===== src/rtl/sa_input_feeder.sv =====
// Per-lane operand FIFOs feeding a systolic array with diagonal skew: lane i of a side appears i+1 edges after its pop.
// No backpressure: skew pipes always advance; bad writes and empty-lane pops are dropped and raise sticky flags.
module sa_input_feeder #(
  parameter int X  = 3,
  parameter int N  = 4,
  parameter int Y  = 3,
  parameter int DW = 16,
  localparam int MXY = (X > Y) ? X : Y,
  localparam int LW  = (MXY > 1) ? $clog2(MXY) : 1,
  localparam int CW  = $clog2(N + 1)
) (
  input  logic            clk,
  input  logic            sys_rst_n,
  input  logic            i_clear,
  input  logic            i_wr_en,
  input  logic            i_wr_side,
  input  logic [LW-1:0]   i_wr_lane,
  input  logic [DW-1:0]   i_wr_data,
  input  logic            i_westin_rd_en,
  input  logic            i_northin_rd_en,
  output logic [X*DW-1:0] o_west_data,
  output logic [X-1:0]    o_west_vld,
  output logic [Y*DW-1:0] o_north_data,
  output logic [Y-1:0]    o_north_vld,
  output logic            o_ready,
  output logic            o_err_ovf,
  output logic            o_err_udf
);
  localparam int L  = X + Y;
  localparam int PW = (N > 1) ? $clog2(N) : 1;
  localparam logic [LW:0]   XLIM  = X[LW:0];
  localparam logic [LW:0]   YLIM  = Y[LW:0];
  localparam logic [CW-1:0] NFULL = N[CW-1:0];
  localparam logic [PW-1:0] PMAX  = PW'(N - 1);

  logic [L-1:0] w_ovf;
  logic [L-1:0] w_udf;
  logic [L-1:0] w_full_nxt;
  logic         w_oor;
  logic         r_ready;
  logic         r_err_ovf;
  logic         r_err_udf;

  assign w_oor = i_wr_en && (i_wr_side ? ({1'b0, i_wr_lane} >= YLIM)
                                       : ({1'b0, i_wr_lane} >= XLIM));

  // Lanes 0..X-1 are the west bank, X..X+Y-1 the north bank.
  for (genvar g = 0; g < L; g++) begin : g_lane
    localparam bit SIDE = (g >= X);
    localparam int LI   = SIDE ? (g - X) : g;
    localparam int D    = LI + 1;
    localparam logic [LW-1:0] LIDX = LI[LW-1:0];

    logic [DW-1:0] r_mem [N];
    logic [PW-1:0] r_rp;
    logic [PW-1:0] r_wp;
    logic [CW-1:0] r_cnt;
    logic [CW-1:0] w_cnt_nxt;
    logic [DW-1:0] r_d [D];
    logic [D-1:0]  r_v;
    logic          w_pop;
    logic          w_sel;
    logic          w_rd;
    logic          w_wr;

    assign w_pop = SIDE ? i_northin_rd_en : i_westin_rd_en;
    assign w_sel = i_wr_en && (i_wr_side == SIDE) && (i_wr_lane == LIDX);
    assign w_rd  = w_pop && (r_cnt != '0);
    // A full lane still accepts a write when it is popped in the same cycle.
    assign w_wr  = w_sel && ((r_cnt != NFULL) || w_pop);
    assign w_ovf[g] = w_sel && (r_cnt == NFULL) && !w_pop;
    assign w_udf[g] = w_pop && (r_cnt == '0);

    always_comb begin
      w_cnt_nxt = r_cnt;
      if (w_wr && !w_rd)
        w_cnt_nxt = r_cnt + CW'(1);
      else if (w_rd && !w_wr)
        w_cnt_nxt = r_cnt - CW'(1);
    end
    assign w_full_nxt[g] = (w_cnt_nxt == NFULL);

    always_ff @(posedge clk or negedge sys_rst_n) begin
      if (!sys_rst_n) begin
        r_rp  <= '0;
        r_wp  <= '0;
        r_cnt <= '0;
      end else if (i_clear) begin
        r_rp  <= '0;
        r_wp  <= '0;
        r_cnt <= '0;
      end else begin
        if (w_rd) r_rp <= (r_rp == PMAX) ? '0 : r_rp + PW'(1);
        if (w_wr) r_wp <= (r_wp == PMAX) ? '0 : r_wp + PW'(1);
        r_cnt <= w_cnt_nxt;
      end
    end

    always_ff @(posedge clk) begin
      if (w_wr && !i_clear) r_mem[r_wp] <= i_wr_data;
    end

    always_ff @(posedge clk or negedge sys_rst_n) begin
      if (!sys_rst_n) begin
        for (int k = 0; k < D; k++) r_d[k] <= '0;
        r_v <= '0;
      end else if (i_clear) begin
        for (int k = 0; k < D; k++) r_d[k] <= '0;
        r_v <= '0;
      end else begin
        r_d[0] <= w_rd ? r_mem[r_rp] : '0;
        r_v[0] <= w_rd;
        for (int k = 1; k < D; k++) begin
          r_d[k] <= r_d[k-1];
          r_v[k] <= r_v[k-1];
        end
      end
    end

    if (!SIDE) begin : g_west
      assign o_west_data[LI*DW +: DW] = r_d[D-1];
      assign o_west_vld[LI]           = r_v[D-1];
    end else begin : g_north
      assign o_north_data[LI*DW +: DW] = r_d[D-1];
      assign o_north_vld[LI]           = r_v[D-1];
    end
  end

  always_ff @(posedge clk or negedge sys_rst_n) begin
    if (!sys_rst_n) begin
      r_ready   <= 1'b0;
      r_err_ovf <= 1'b0;
      r_err_udf <= 1'b0;
    end else if (i_clear) begin
      r_ready   <= 1'b0;
      r_err_ovf <= 1'b0;
      r_err_udf <= 1'b0;
    end else begin
      r_ready   <= &w_full_nxt;
      r_err_ovf <= r_err_ovf | (|w_ovf) | w_oor;
      r_err_udf <= r_err_udf | (|w_udf);
    end
  end

  assign o_ready   = r_ready;
  assign o_err_ovf = r_err_ovf;
  assign o_err_udf = r_err_udf;
endmodule


===== config.mk =====
export PLATFORM = sky130hd
export DESIGN_NAME = sa_input_feeder
export DESIGN_NICKNAME = d
export VERILOG_FILES = /design/src/rtl/sa_input_feeder.sv
export SDC_FILE = /design/constraint.sdc
export NUM_CORES = 1
export LEC_CHECK = 0
export BUFFER_PORTS_ARGS = -buffer_cell sky130_fd_sc_hd__buf_2
export CORE_UTILIZATION = 50
export DETAILED_ROUTE_END_ITERATION = 12
export PLACE_DENSITY = 0.77
export SYNTH_ARGS = -nofsm -noshare
export SYNTH_HDL_FRONTEND = slang
export SYNTH_SLANG_ARGS = --single-unit
export TNS_END_PERCENT = 30

===== constraint.sdc =====
create_clock -name clk -period 2.15 [get_ports clk]
set_input_delay 0.5375 -clock clk [delete_from_list [all_inputs] [get_ports clk]]
set_output_delay 0.5375 -clock clk [all_outputs]
set_load 0.03 [all_outputs]

**Yosys cells after proc, flatten, opt, wreduce, memory -nomap -nowiden**

Memory sizes are Yosys's and may differ from the RTL's.
Index checks and enable logic that the tools add are counted.

- Memories: 6
- RAM bits: 384
- Bits in registers: 249
- Bits in latches: 0
- Word-level logic and storage cells: 299
- Input bits: 25
- Bits in read-only memories: 0

Memories:

| memory | words | bits a word | read ports | clocked after memory_dff | wr ports | line | text |
|---|---|---|---|---|---|---|---|
| g_lane[0].r_mem | 4 | 16 | 1 | 0 | 1 | 54 | `logic [DW-1:0] r_mem [N];` |
| g_lane[1].r_mem | 4 | 16 | 1 | 0 | 1 | 54 |  |
| g_lane[2].r_mem | 4 | 16 | 1 | 0 | 1 | 54 |  |
| g_lane[3].r_mem | 4 | 16 | 1 | 0 | 1 | 54 |  |
| g_lane[4].r_mem | 4 | 16 | 1 | 0 | 1 | 54 |  |
| g_lane[5].r_mem | 4 | 16 | 1 | 0 | 1 | 54 |  |

- Divide/modulo/power cells: 0
- Shift-type cells: 0
- Muxes and demuxes: 87
- $mul: 0
- $lt $le $gt $ge: 1
- $add $sub $neg: 24
- Equal/unequal tests: 32
- Bitwise logic cells: 4
- Reduce and logical (&&, ||, !) cells: 106

Operator list:

| operator | number |
|---|---|
| $mux W16 | 8 |
| $mux W48 | 2 |
| $mux W2 | 38 |
| $mux W32 | 2 |
| $mux W3 | 20 |
| $logic_and A1 B1 Y1 | 57 |
| $eq A3 B3 Y1 const B | 12 |
| $eq A2 B2 Y1 const B | 13 |
| $add A2 B1 Y2 const B | 12 |
| $reduce_bool A2 Y1 | 12 |
| $add A3 B1 Y3 const B | 6 |
| $logic_not A3 Y1 | 6 |
| $ne A3 B3 Y1 const B | 6 |
| $reduce_bool A3 Y1 | 6 |
| $sub A3 B1 Y3 const B | 6 |
| $mux W1 | 17 |
| $logic_not A1 Y1 | 15 |
| $reduce_or A6 Y1 | 2 |
| $logic_or A1 B1 Y1 | 6 |
| $reduce_and A6 Y1 | 1 |
| $or A1 B1 Y1 | 3 |
| $eq A2 B1 Y1 const B | 1 |
| $ge A2 B2 Y1 const B | 1 |
| $logic_not A2 Y1 | 1 |
| $not A1 Y1 | 1 |

**Logic depth before layout (Yosys ltp)**

- Word-level depth: 11
- Mapped depth: 8

**Worst setup path after synthesis**

No wires, ideal clock.

- Path kind: register to register
- Start: register g_lane[4].r_cnt[1]
- End: register r_ready, in the netlist o_ready
- Slack: -180 ps
- Period minus slack after synthesis: 2,330 ps
- Cell stages (with the launch flop): 9
- Data arrival time: 2,234 ps
- Setup time: 96 ps
- Cell sequence: dfrtp_1 -> inv_1 -> ha_1 -> nand2b_1 -> nand2_1 -> maj3_2 -> o221a_1 -> or4_1 -> nor4_2

- Longest elaborated chain between the ends: 10
- Elaborated cells between the ends (all ways): 16
- Classes of those cells: add/sub (2); eq/ne (2); mux (3); reduce/logical (9)

RTL lines:

| item | line | text |
|---|---|---|
| start, declared | 57 | `logic [CW-1:0] r_cnt;` |
| start signal, assigned | 95 | `r_cnt <= w_cnt_nxt;` |
| $ne A3 B3 Y1 | 70 | `assign w_wr = w_sel && ((r_cnt != NFULL) \|\| w_pop);` |
| $logic_or A1 B1 Y1 | 70 |  |
| $logic_and A1 B1 Y1 | 70 |  |
| $logic_not A1 Y1 | 78 | `else if (w_rd && !w_wr)` |
| $logic_and A1 B1 Y1 | 78 |  |
| $mux W3 | 78 |  |
| $mux W3 (*) | 76 | `if (w_wr && !w_rd)` |
| $eq A3 B3 Y1 (*) | 81 | `assign w_full_nxt[g] = (w_cnt_nxt == NFULL);` |
| $reduce_and A6 Y1 (*) | 139 | `r_ready <= &w_full_nxt;` |
| $mux W1 (*) | 134 | `end else if (i_clear) begin` |
| end signal, assigned | 139 |  |
| end, declared | 40 | `logic r_ready;` |

Every way passes the cells marked *; elsewhere a longest branch is shown, timed or not.
A chain may end at the register's enable or synchronous reset.

**Final worst setup path**

Same ends and word-level chain as after synthesis.

==> key figures <==
Outcome
  • Status: finished, violations left
  • Failing checks: setup timing

STA
  • Worst-margin pin slew: 0.702 ns
  • Slew Limit Headroom: 0.530
  • Clock Skews: 0.0157 ns
  • Endpoints failing setup: 1
  • Final count of hold timing violations: 0
  • RSZ-0062 raised after global routing: true
  • Final setup margin: -0.0511 ns
  • Setup TNS: -0.0511 ns
  • Min Tclk post-route: 2.20 ns
  • Tcrit/Tclk final: 1.02
  • Fin Hold WS: 0.292 ns
  • Final-report max-slew violation count: 0
  • Fmax: 454 MHz

CTS
  • Clk_lat worst skew: 0.62 ns
  • CTS H-Tree Depth: 2
  • Sink Count: 633
  • CTS max path bufs: 3
  • Number of buffers created by CTS: 60
  • CTS tree: done
  • Clock transition at path regs: 0.07 ns
  • Root buffer cell: clkbuf_16

Setup path
  • Crit-path cells: inv_2 > ha_4 > nand2b_4 > nand2_1 > maj3_2 > o221a_1 > or4_4 > nor4_4
  • Required @ worst endpoint: 2.68 ns
  • Crit end category: register
  • Worst flop-to-flop path endpoint: o_ready
  • Largest fanout on the critical path: 2
  • FF-to-FF setup slack: -0.05 ns
  • Cells on worst reg2reg path: 8
  • CP Class: reg -> reg
  • WP data arrival: 2.74 ns
  • Startpoint Class: register
  • Slowest cell on the critical path: or4_4
  • R2r startpoint: g_lane[4].r_cnt[1]
  • Max stage delay on crit path: 0.55 ns
  • Worst setup path startpoint: g_lane[4].r_cnt[1]

Logic synthesis
  • Synthesized flop and latch total: 633
  • Syn_nets: 1492
  • Post-Synthesis Cell Area: 24400 µm²
  • Synth warn: 0
  • Seq/Total Area, Yosys: 0.727
  • Syn Inst Count: 1422
  • Syn avg cell area: 17.2 µm²
  • Synth Flop Type: edfxtp_1
  • Async S/R FF share, synth: 0.393
  • EDFF count, synth: 384
  • Synth cell types: 62

Placement
  • PortBufs: 129
  • RD Place Congestion: 0.864
  • Hpwl dp: 29400 µm

Floorplan
  • I/O Pins: 130
  • Die height: 223 µm
  • Core area: 47900 µm²
  • Die Width: 223 µm
  • Die ar.: 49700 µm²
  • Row cnt: 80
  • Initial Util: 0.509

Routing
  • DRC Markers: 0
  • Drt wl/cell: 21.5 µm
  • First-pass detailed-route iteration total: 4
  • Total Wirelength: 48900 µm
  • Via-per-instance ratio: 5.43
  • Post-DRT Antenna Nets: 0
  • Vias: 12400
  • 1st-iter DRT viols: 876

Hold path
  • Worst hold path type: in -> reg
  • Hold EP: o_err_ovf
  • WHS Path Cells: 3
  • Hold Path Origin: i_wr_en

Global routing
  • Largest net degree at the start of global routing: 61
  • Number of global-route vias before repair: 12700
  • First-pass GRT wire length: 75200 µm
  • Total GRT Usage: 0.202
  • Global route overflow: 0
  • Initial antenna violation count: 0

Final layout
  • Share of layout cells above drive strength 1: 0.293
  • Most common library cell in the layout ignoring fill and taps: edfxtp_1
  • Area grow syn2layout: 17.1%
  • Util after Layout: 0.597
  • N_diodes: 0
  • Final nets: 1678
  • Most frequent cells in the layout: edfxtp_1 (384), dfrtp_1 (249), buf_2 (127)

Power
  • LEAKAGE: 0.0115 µW
  • Pwr Density: 1050 nW/µm²
  • Worst vdd ir: 0.614 mV

Job
  • Max_cap viols: 0
## how the worst max path moves through the flow
stage | depth (start not counted) | endpoint | slack (ns)
6_report | 8 | o_ready | -0.05
5_1_grt | 8 | o_ready | -0.16
3_5_place_dp | 7 | o_ready | -0.35
4_1_cts | 8 | o_ready | -0.06
2_1_floorplan | 7 | o_ready | -0.13
3_3_place_gp | 7 | o_ready | -0.35
## final cells by class
cell class              instances  area (µm²)
repair buffers                262        2030
fillers                      3396       19300
inverters                      33         124
clock inverters                29         410
clock buffers                  85        1700
flip-flops and latches        633       17800
multi-input cells             618        5820
well taps                     615         769
## cell usage after synthesis (2+ instances only)
cell type / count / area, µm²
nor4_1: 2 / 12.5
ha_1: 45 / 563
or3_1: 2 / 12.5
nand4_1: 2 / 12.5
nand4bb_1: 3 / 33.8
o211ai_1: 11 / 82.6
o21ai_1: 2 / 10.0
mux2i_1: 6 / 60.1
buf_2: 8 / 40.0
o2111ai_1: 3 / 26.3
nor3b_1: 6 / 45.0
nor2_1: 35 / 131
o22ai_1: 3 / 18.8
clkbuf_1: 47 / 176
mux4_2: 96 / 2160
o21ai_0: 12 / 60.1
a221oi_1: 2 / 17.5
o21a_1: 3 / 22.5
nand2b_1: 5 / 31.3
nand3b_1: 3 / 22.5
nor2b_1: 124 / 776
buf_1: 7 / 26.3
a21oi_1: 23 / 115
nand2_1: 31 / 116
buf_6: 4 / 45.0
dfrtp_1: 249 / 6230
buf_4: 72 / 541
and4bb_2: 2 / 25.0
nor3_1: 9 / 45.0
nand3_1: 29 / 145
o21ba_2: 2 / 20.0
and2_1: 56 / 350
xnor2_1: 10 / 87.6
or2_2: 4 / 25.0
and3_1: 52 / 325
nor4bb_1: 4 / 40.0
edfxtp_1: 384 / 11500
inv_1: 33 / 124
nand4b_1: 3 / 26.3
xor2_1: 6 / 52.6
## sequential cells by signal, summed over array words and instances (netlist names), 12 cells and up
signal        count
g_lane.r_wp      12
g_lane.r_cnt     18
g_lane.r_rp      12
o_west_data      32
g_lane.r_d      128
g_lane.r_v       12
g_lane.r_mem    384
o_north_data     32
## routing by layer
layer,routed length [µm],vias up,track usage,share of wire
li1,-,5525,-,-
met1,21700,6418,0.287,0.44
met2,23600,357,0.324,0.48
met3,2680,61,0.0370,0.055
met4,962,0,0.0534,0.020
met5,0,-,0,0
## cell families (layout without fill, tap and decap cells)
group / Yosys count / after routing / synth area share
muxes: 102 / 102 / 0.0910
xor gates and xnor gates: 16 / 16 / 0.00574
adders and majority gates: 46 / 46 / 0.0235
AOI/OAI and AO/OA: 72 / 72 / 0.0197
DFF: 633 / 633 / 0.727
buffers and inverters: 171 / 409 / 0.0390
and+or+nand+nor: 382 / 382 / 0.0938
## worst max-delay path: cells and delay by family, from the launching register on
family / cells / cell delay [ns]
adder cells (fa/ha/maj): 2 / 0.49
AO/OA/AOI/OAI: 1 / 0.23
flip-flops: 1 / 0.40
AND/OR/NAND/NOR: 4 / 0.92
buffers and inverters: 1 / 0.08
## power by group
part | switching, µW | internal, µW | total (µW)
clock network | 4390 | 6700 | 11100
logic | 2850 | 2430 | 5280
registers | 203 | 13400 | 13600
## repair_timing
item	4_1_cts	5_1_grt
buffers inserted	1	1
hold endpoints to repair	48	0
hold buffers	1	0
setup endpoints to repair	10	133
pin swaps	3	7
resized for setup	8	11
## through the flow
step                      power, µW  std cells  cell area (µm²)  worst slack [ns]
after floorplan               17200       1422            24400            -0.125
after global placement        18900       2158            26400            -0.353
after detailed placement      19000       2158            26400            -0.354
after CTS                     30200       2274            28500           -0.0604
after global routing          31200       2275            28600            -0.159
final                         30000       2275            28600           -0.0511
Note: power is estimated with default switching activity, not from simulation.
